$ cat src/rtl/mem_fetch_unit.sv
// Memory-side fetch/data stage: owns PC, IR and MDR and drives a 16-bit ready-handshake port.
// Optional per-beat wait timeout with sticky fault flag enabled by defining MEM_TIMEOUT_EN.
module mem_fetch_unit #(
  parameter int                DATA_W   = 16,
  parameter logic [DATA_W-1:0] RESET_PC = '0,
  parameter int                TIMEOUT  = 255
) (
  input  logic              clk,
  input  logic              rst,
  input  logic              start,
  input  logic              irwrite,
  input  logic              iord,
  input  logic              memwrite,
  input  logic              pcen,
  input  logic              pcsrc,
  input  logic [DATA_W-1:0] alu_result,
  input  logic [DATA_W-1:0] alu_out,
  input  logic [DATA_W-1:0] wdata,
  output logic [DATA_W-1:0] pc,
  output logic [31:0]       instr,
  output logic [5:0]        opcode,
  output logic [5:0]        funct,
  output logic [DATA_W-1:0] mdr,
  output logic              busy,
  output logic              done,
  output logic              protocol_err,
  output logic              mem_req,
  output logic              mem_we,
  output logic [DATA_W-1:0] mem_addr,
  output logic [DATA_W-1:0] mem_wdata,
  input  logic [DATA_W-1:0] mem_rdata,
  input  logic              mem_ready,
  output logic              mem_fault
);

  typedef enum logic [2:0] {
    IDLE    = 3'd0,
    FETCH_0 = 3'd1,
    FETCH_1 = 3'd2,
    DATA_RD = 3'd3,
    DATA_WR = 3'd4
  } state_t;

  state_t            state_q, state_d;
  logic [DATA_W-1:0] pc_q, pc_d;
  logic [DATA_W-1:0] pc_tgt_q, pc_tgt_d;
  logic              pc_pend_q, pc_pend_d;
  logic [31:0]       instr_q, instr_d;
  logic [DATA_W-1:0] mdr_q, mdr_d;
  logic              done_q, done_d;
  logic              perr_q, perr_d;
  logic              mem_req_q, mem_req_d;
  logic              mem_we_q, mem_we_d;
  logic [DATA_W-1:0] mem_addr_q, mem_addr_d;
  logic [DATA_W-1:0] mem_wdata_q, mem_wdata_d;
  logic [DATA_W-1:0] pc_sel;
  logic              beat;

`ifdef MEM_TIMEOUT_EN
  localparam int CNT_W = $clog2(TIMEOUT + 1);
  logic [CNT_W-1:0] wait_cnt_q, wait_cnt_d;
  logic             fault_q, fault_d;
`endif

  assign pc_sel = pcsrc ? alu_out : alu_result;
  assign beat   = mem_req_q && mem_ready;

  always_comb begin
    state_d     = state_q;
    pc_d        = pc_q;
    pc_tgt_d    = pc_tgt_q;
    pc_pend_d   = pc_pend_q;
    instr_d     = instr_q;
    mdr_d       = mdr_q;
    done_d      = 1'b0;
    perr_d      = 1'b0;
    mem_req_d   = mem_req_q;
    mem_we_d    = mem_we_q;
    mem_addr_d  = mem_addr_q;
    mem_wdata_d = mem_wdata_q;
`ifdef MEM_TIMEOUT_EN
    wait_cnt_d  = '0;
    fault_d     = fault_q;
`endif

    unique case (state_q)
      IDLE: begin
        if (start) begin
          if (irwrite) begin
            // Fetch reads at the current PC; the PC update is deferred to fetch completion.
            state_d    = FETCH_0;
            mem_req_d  = 1'b1;
            mem_we_d   = 1'b0;
            mem_addr_d = pc_q;
            pc_pend_d  = pcen;
            pc_tgt_d   = pc_sel;
            perr_d     = memwrite;
          end else begin
            if (pcen) begin
              pc_d = pc_sel;
            end
            if (iord && memwrite) begin
              state_d     = DATA_WR;
              mem_req_d   = 1'b1;
              mem_we_d    = 1'b1;
              mem_addr_d  = alu_out;
              mem_wdata_d = wdata;
            end else if (iord) begin
              state_d    = DATA_RD;
              mem_req_d  = 1'b1;
              mem_we_d   = 1'b0;
              mem_addr_d = alu_out;
            end else begin
              done_d = 1'b1;
            end
          end
        end
      end
      FETCH_0: begin
        if (beat) begin
          instr_d[31:16] = mem_rdata;
          mem_addr_d     = pc_q + DATA_W'(2);
          state_d        = FETCH_1;
        end
      end
      FETCH_1: begin
        if (beat) begin
          instr_d[15:0] = mem_rdata;
          mem_req_d     = 1'b0;
          state_d       = IDLE;
          done_d        = 1'b1;
          pc_pend_d     = 1'b0;
          if (pc_pend_q) begin
            pc_d = pc_tgt_q;
          end
        end
      end
      DATA_RD: begin
        if (beat) begin
          mdr_d     = mem_rdata;
          mem_req_d = 1'b0;
          state_d   = IDLE;
          done_d    = 1'b1;
        end
      end
      DATA_WR: begin
        if (beat) begin
          mem_req_d = 1'b0;
          mem_we_d  = 1'b0;
          state_d   = IDLE;
          done_d    = 1'b1;
        end
      end
      default: begin
        state_d   = IDLE;
        mem_req_d = 1'b0;
        mem_we_d  = 1'b0;
      end
    endcase

    if (start && (state_q != IDLE)) begin
      perr_d = 1'b1;
    end

`ifdef MEM_TIMEOUT_EN
    // A beat that never completes is abandoned without touching PC/IR/MDR.
    if ((state_q != IDLE) && !beat) begin
      if (wait_cnt_q == CNT_W'(TIMEOUT - 1)) begin
        state_d   = IDLE;
        mem_req_d = 1'b0;
        mem_we_d  = 1'b0;
        done_d    = 1'b1;
        pc_pend_d = 1'b0;
        fault_d   = 1'b1;
      end else begin
        wait_cnt_d = wait_cnt_q + CNT_W'(1);
      end
    end
`endif
  end

  always_ff @(posedge clk or posedge rst) begin
    if (rst) begin
      state_q     <= IDLE;
      pc_q        <= RESET_PC;
      pc_tgt_q    <= '0;
      pc_pend_q   <= 1'b0;
      instr_q     <= '0;
      mdr_q       <= '0;
      done_q      <= 1'b0;
      perr_q      <= 1'b0;
      mem_req_q   <= 1'b0;
      mem_we_q    <= 1'b0;
      mem_addr_q  <= '0;
      mem_wdata_q <= '0;
    end else begin
      state_q     <= state_d;
      pc_q        <= pc_d;
      pc_tgt_q    <= pc_tgt_d;
      pc_pend_q   <= pc_pend_d;
      instr_q     <= instr_d;
      mdr_q       <= mdr_d;
      done_q      <= done_d;
      perr_q      <= perr_d;
      mem_req_q   <= mem_req_d;
      mem_we_q    <= mem_we_d;
      mem_addr_q  <= mem_addr_d;
      mem_wdata_q <= mem_wdata_d;
    end
  end

`ifdef MEM_TIMEOUT_EN
  always_ff @(posedge clk or posedge rst) begin
    if (rst) begin
      wait_cnt_q <= '0;
      fault_q    <= 1'b0;
    end else begin
      wait_cnt_q <= wait_cnt_d;
      fault_q    <= fault_d;
    end
  end

  assign mem_fault = fault_q;
`else
  assign mem_fault = 1'b0;
`endif

  assign pc           = pc_q;
  assign instr        = instr_q;
  assign opcode       = instr_q[31:26];
  assign funct        = instr_q[5:0];
  assign mdr          = mdr_q;
  assign busy         = (state_q != IDLE);
  assign done         = done_q;
  assign protocol_err = perr_q;
  assign mem_req      = mem_req_q;
  assign mem_we       = mem_we_q;
  assign mem_addr     = mem_addr_q;
  assign mem_wdata    = mem_wdata_q;

endmodule

$ cat config.mk
export PLATFORM = sky130hd
export DESIGN_NAME = mem_fetch_unit
export DESIGN_NICKNAME = d
export VERILOG_FILES = /design/src/rtl/mem_fetch_unit.sv
export SDC_FILE = /design/constraint.sdc
export NUM_CORES = 1
export LEC_CHECK = 0
export CAP_MARGIN = 20
export CORE_MARGIN = 1
export CORE_UTILIZATION = 46
export CTS_CLUSTER_DIAMETER = 60
export CTS_CLUSTER_SIZE = 20
export DETAILED_ROUTE_END_ITERATION = 7
export GPL_TIMING_DRIVEN = 0
export HOLD_SLACK_MARGIN = 0.06
export PLACE_DENSITY = 0.8
export SYNTH_ARGS = -nofsm -noshare
export SYNTH_HDL_FRONTEND = slang
export SYNTH_SLANG_ARGS = --single-unit
$ cat constraint.sdc
create_clock -name clk -period 5.1 [get_ports clk]
set_clock_uncertainty 0.15 [all_clocks]
set_input_delay 0.765 -clock clk [delete_from_list [all_inputs] [get_ports clk]]
set_output_delay 0.765 -clock clk [all_outputs]
set_load 0.05 [all_outputs]
# After elaboration in Yosys (flattened, before gate mapping)
# Cells that the tools add are included.
# Widths: inputs -> output; s select.
# op_classes
bitwise,3
eq_ne,14
n_addsub,1
n_mux,44
n_reduce_logical,20
# op_table
cell,count
$mux 16,11
$pmux 16 s2,2
$reduce_and 4->1,6
$mux 1,20
$mux 3,6
$add 16x2->16 const B,1
$ne 2x2->1 const B,8
$pmux 3 s3,1
$eq 3x2->1 const B,2
$pmux 1 s3,2
$reduce_and 2->1,3
$reduce_and 6->1,1
$reduce_or 3->1,2
$ne 4x4->1 const B,1
$pmux 1 s2,2
$reduce_bool 2->1,2
$eq 3x1->1 const B,1
$eq 3x3->1 const B,1
$logic_and 1x1->1,3
$logic_not 3->1,1
$not 1->1,3
$reduce_and 3->1,1
$reduce_bool 3->1,1
$ne 2x1->1 const B,1
# totals
word_cells,95
in_bits,73
register_bits,120
out_inout_bits,114

# Logic depth before layout (Yosys ltp)
# depth
depth_word,5
depth_mapped,7
depth_no_buf,6

# Least setup slack after synthesis
# OpenSTA, ideal clock, no wires.
# synth_timing
path_kind,register to register
from,reg mem_req_q (netlist: mem_req)
to,reg pc_q[0] (netlist: pc[0])
synth_period_minus_slack_ps,2167
setup_ps,127
required_ps,4823
slack_ps,2933
arrival_time_ps,1889
path_buffers,1
stages_incl_launch_ff,7
path_cell_list,dfrtp_1 > nand2_1 > nor2_8 > a21oi_4 > nor2_8 > buf_8 > mux2_1
# synth_via
elab_chain_len,3
# synth_lines
item,line_no,rtl
start: declaration,52,"logic mem_req_q, mem_req_d;"
start signal: assignment,205,mem_req_q <= mem_req_d;
$logic_and 1x1->1,66,assign beat = mem_req_q && mem_ready;
$ne 2x2->1 (no line),--,
$reduce_and 6->1 (no line),--,
end signal: assignment,198,pc_q <= pc_d;
end: declaration,45,"logic [DATA_W-1:0] pc_q, pc_d;"
# Every way passes these cells.
# A chain may end at the register's enable or synchronous reset.

# Worst setup path after layout
# layout_timing
from,reg state_q[0]
to,out busy
# layout_via
elab_chain_len,1
# layout_lines
item,line_no,rtl
start: declaration,44,"state_t state_q, state_d;"
start signal: assignment,197,state_q <= state_d;
$reduce_bool 3->1,233,assign busy = (state_q != IDLE);
end: declaration,24,"output logic busy,"
# Every way passes these cells.

==> results.md <==
- Worst endpoint required time: 4.18 ns
- Slew of the pin with the lowest slew margin: 0.626 ns
- Synthesized Nets: 552
- Via density per instance: 5.45
- Worst relative slew slack: 0.581
- Clock-pin slew on the worst setup and hold paths: 0.06 ns
- CP max FO: 4
- Critical path type: reg -> out
- Largest delay share family, worst path: buffers and inverters
- Final hold violations: 0
- Reg-to-reg startpoint: state_q[2]
- Clock Tree Buf Depth: 2
- Pin count of the biggest net entering global routing: 90
- Die W: 112 um
- DRC viols: 13
- R2R depth: 4
- Starting Density: 0.481
- Buf/Inv on CP: 2
- Top cell type's share of synthesized area: 0.538
- RSZ-0062 raised after global routing: false
- Ports: 187
- Post-synth EDFFs: 0
- Port Buf Inserts: 184
- Synth top area cells: dfrtp_1 54%, mux2_2 14%, mux2i_1 5.9%, a21oi_1 3.8%, nor2_1 3.1%
- Worst reg-to-reg setup slack: 2.77 ns
- # setup viols final: 0
- Number of CTS-inserted buffers: 17
- R2R Path End: mdr[8]
- CP arrival: 1.98 ns
- Sequential share of the synthesized area: 0.538
- Mapped Area: 5590 um2
- Non-Filler Instances: 837
- Detail Route Antenna Nets: 0
- Die area: 12,600 um2
- Setup WS pre-CTS: 2.06 ns
- FILL cells: 797
- Worst setup path end: busy
- Vias in the first global route: 4,929
- CTS tree: built
- Post-CTS Setup Bufs: 0
- Initial antenna violation count: 0
- DPL Wire Length: 11.2 mm
- CORE AREA: 11,600 um2
- Final wirelength: 15.7 mm
- Total track usage: 0.260
- Minimum clock period: 2.90 ns
- Final instance area: 8250 um2
- CP cell instances: nor3_1 -> inv_1 -> clkdlybuf4s50_1
- Netlist cell types: 48
- Hold path startpoint: mem_addr[3]
- Crit path launch type: flop
- First-pass DRT Iterations: 6
- Failing checks: DRC
- CP max-delay cell: clkdlybuf4s50_1
- Placed insts: 806
- Max Cap Viol: 0
- Synth Flop Type: dfrtp_1
- CP max stage delay: 0.73 ns
- Worst hold margin: 0.323 ns
- CTS H-Tree Depth: 4
- Yosys reg bits: 120
- Period utilization: 0.568
- Nets@finish: 756
- Clock root buffer master: clkbuf_16
- Clk sink count: 120
- Gates resized, CTS repair: 0
- Wire per inst: 18.8 um
- Endpoint type of the worst setup path: output port
- Post-DP Area: 7640 um2
- Highest Clock Rate: 345 MHz
- Setup WS post-layout: 2.20 ns
- Clk Latency, worst-skew pair: 0.41 ns
- Crit. Startpoint: state_q[0]
- Hold_buf cts: 0
- Final RePlAce weighted congestion: 0.871
- Outcome: finished with violations
- Syn avg cell area: 11.7 um2
- Vias: 4,558
- Max-slew violations: 0
- Die Ht: 112 um
- Yosys top cell by area: dfrtp_1
- Initial drt markers: 281
- Area delta synth->final: 47.7%
- Critical path depth: 3
- Remaining global-route overflow: 0
- Async S/R FF share, synth: 1.00
- FP Rows: 39
- Min-Delay Path Class: reg -> reg
- Share of cells above drive strength 1: 0.196
- Post-Syn Instances: 478
- Ys Warns: 0
- First-pass GRT wire length: 25.0 mm
- Ant. Diodes: 0
synthesized netlist by cell type (9+ instances only):
cell        n
dfrtp_1   120
mux2_2     68
nor2_1     46
a21oi_1    42
mux2i_1    33
nand2_1    26
buf_4      18
o21ai_0    15
buf_2       9
clkbuf_1    9
inv_1       9
mux2_1      9
worst reg2reg max path, stage by stage, from the launching register on:
cell,delay (ns)
dfrtp_1,0.43
buf_1,0.26
nor3b_2,0.61
buf_2,0.39
mux2_2,0.38
cell type report:
class / count / area (um2) / share of cell area
sequential: 120 / 3000 / 0.364
timing repair buffer: 185 / 1870 / 0.227
clock inverter: 9 / 148 / 0.0179
clock buffer: 22 / 464 / 0.0563
multi-input combinational: 310 / 2300 / 0.279
inverter: 9 / 38.8 / 0.00470
buffer: 39 / 244 / 0.0296
tap: 143 / 179 / 0.0217
worst min path at each step:
stage	end	slack (ns)	depth (start not counted)
2_1_floorplan	pc_tgt_q[13]	0.34	2
3_3_place_gp	mem_we	0.32	1
3_5_place_dp	mem_addr[3]	0.32	2
4_1_cts	mem_addr[3]	0.33	2
5_1_grt	mem_we	0.36	1
6_report	mem_addr[3]	0.32	2
logic make-up (layout without fill, tap and decap cells):
logic type,Yosys count,count (layout),share of synthesized area
compound gates,79,79,0.0840
flops,120,120,0.538
buf+inv,48,264,0.0497
other cells,1,1,0.000671
mux,110,110,0.214
simple gates,111,111,0.0988
xor+xnor,8,8,0.0125
fa+ha+maj,1,1,0.00224
per-layer routing:
metal / GRT usage / wire [um] / vias up
li1: - / - / 2077
met1: 0.300 / 6020 / 2234
met2: 0.447 / 7850 / 228
met3: 0.111 / 1640 / 19
met4: 0.0676 / 232 / 0
met5: 0 / 0 / -
flip-flops by register name (all words and copies together), names as in the netlist:
register and flops:
mdr 16, protocol_err 1, instr 32, done 1, pc_pend_q 1, mem_addr 16, mem_req 1, mem_wdata 16
pc_tgt_q 16, mem_we 1, pc 16, state_q 3
cell usage in the layout, fill, tap and decap left out, types with 2 or more instances in the layout:
cell type,n
a211oi_1,3
a21oi_1,42
and3_1,4
buf_2,9
buf_4,18
bufinv_16,4
clkbuf_1,12
clkbuf_16,17
clkbuf_8,2
clkdlybuf4s50_1,184
clkinv_2,4
dfrtp_1,120
inv_1,8
mux2_1,9
mux2_2,68
mux2i_1,33
nand2_1,26
nand2b_1,6
nand3_1,8
nand4_1,2
nor2_1,46
nor2_4,2
nor2_8,2
nor3_1,5
o21ai_0,15
o22ai_1,3
o31ai_1,2
o32ai_1,2
o41ai_1,2
or3_1,2
or3b_1,2
xnor2_1,8
per-stage QoR:
stage                      util  setup TNS, ns
after CTS                 0.710              0
after floorplan               -              0
final                     0.710              0
after detailed placement  0.658              0
after global placement    0.655         -70.02
after global routing      0.710              0
Power is not shown: default switching activity piles up to over one toggle a cycle in this logic, so the estimate is an artifact.
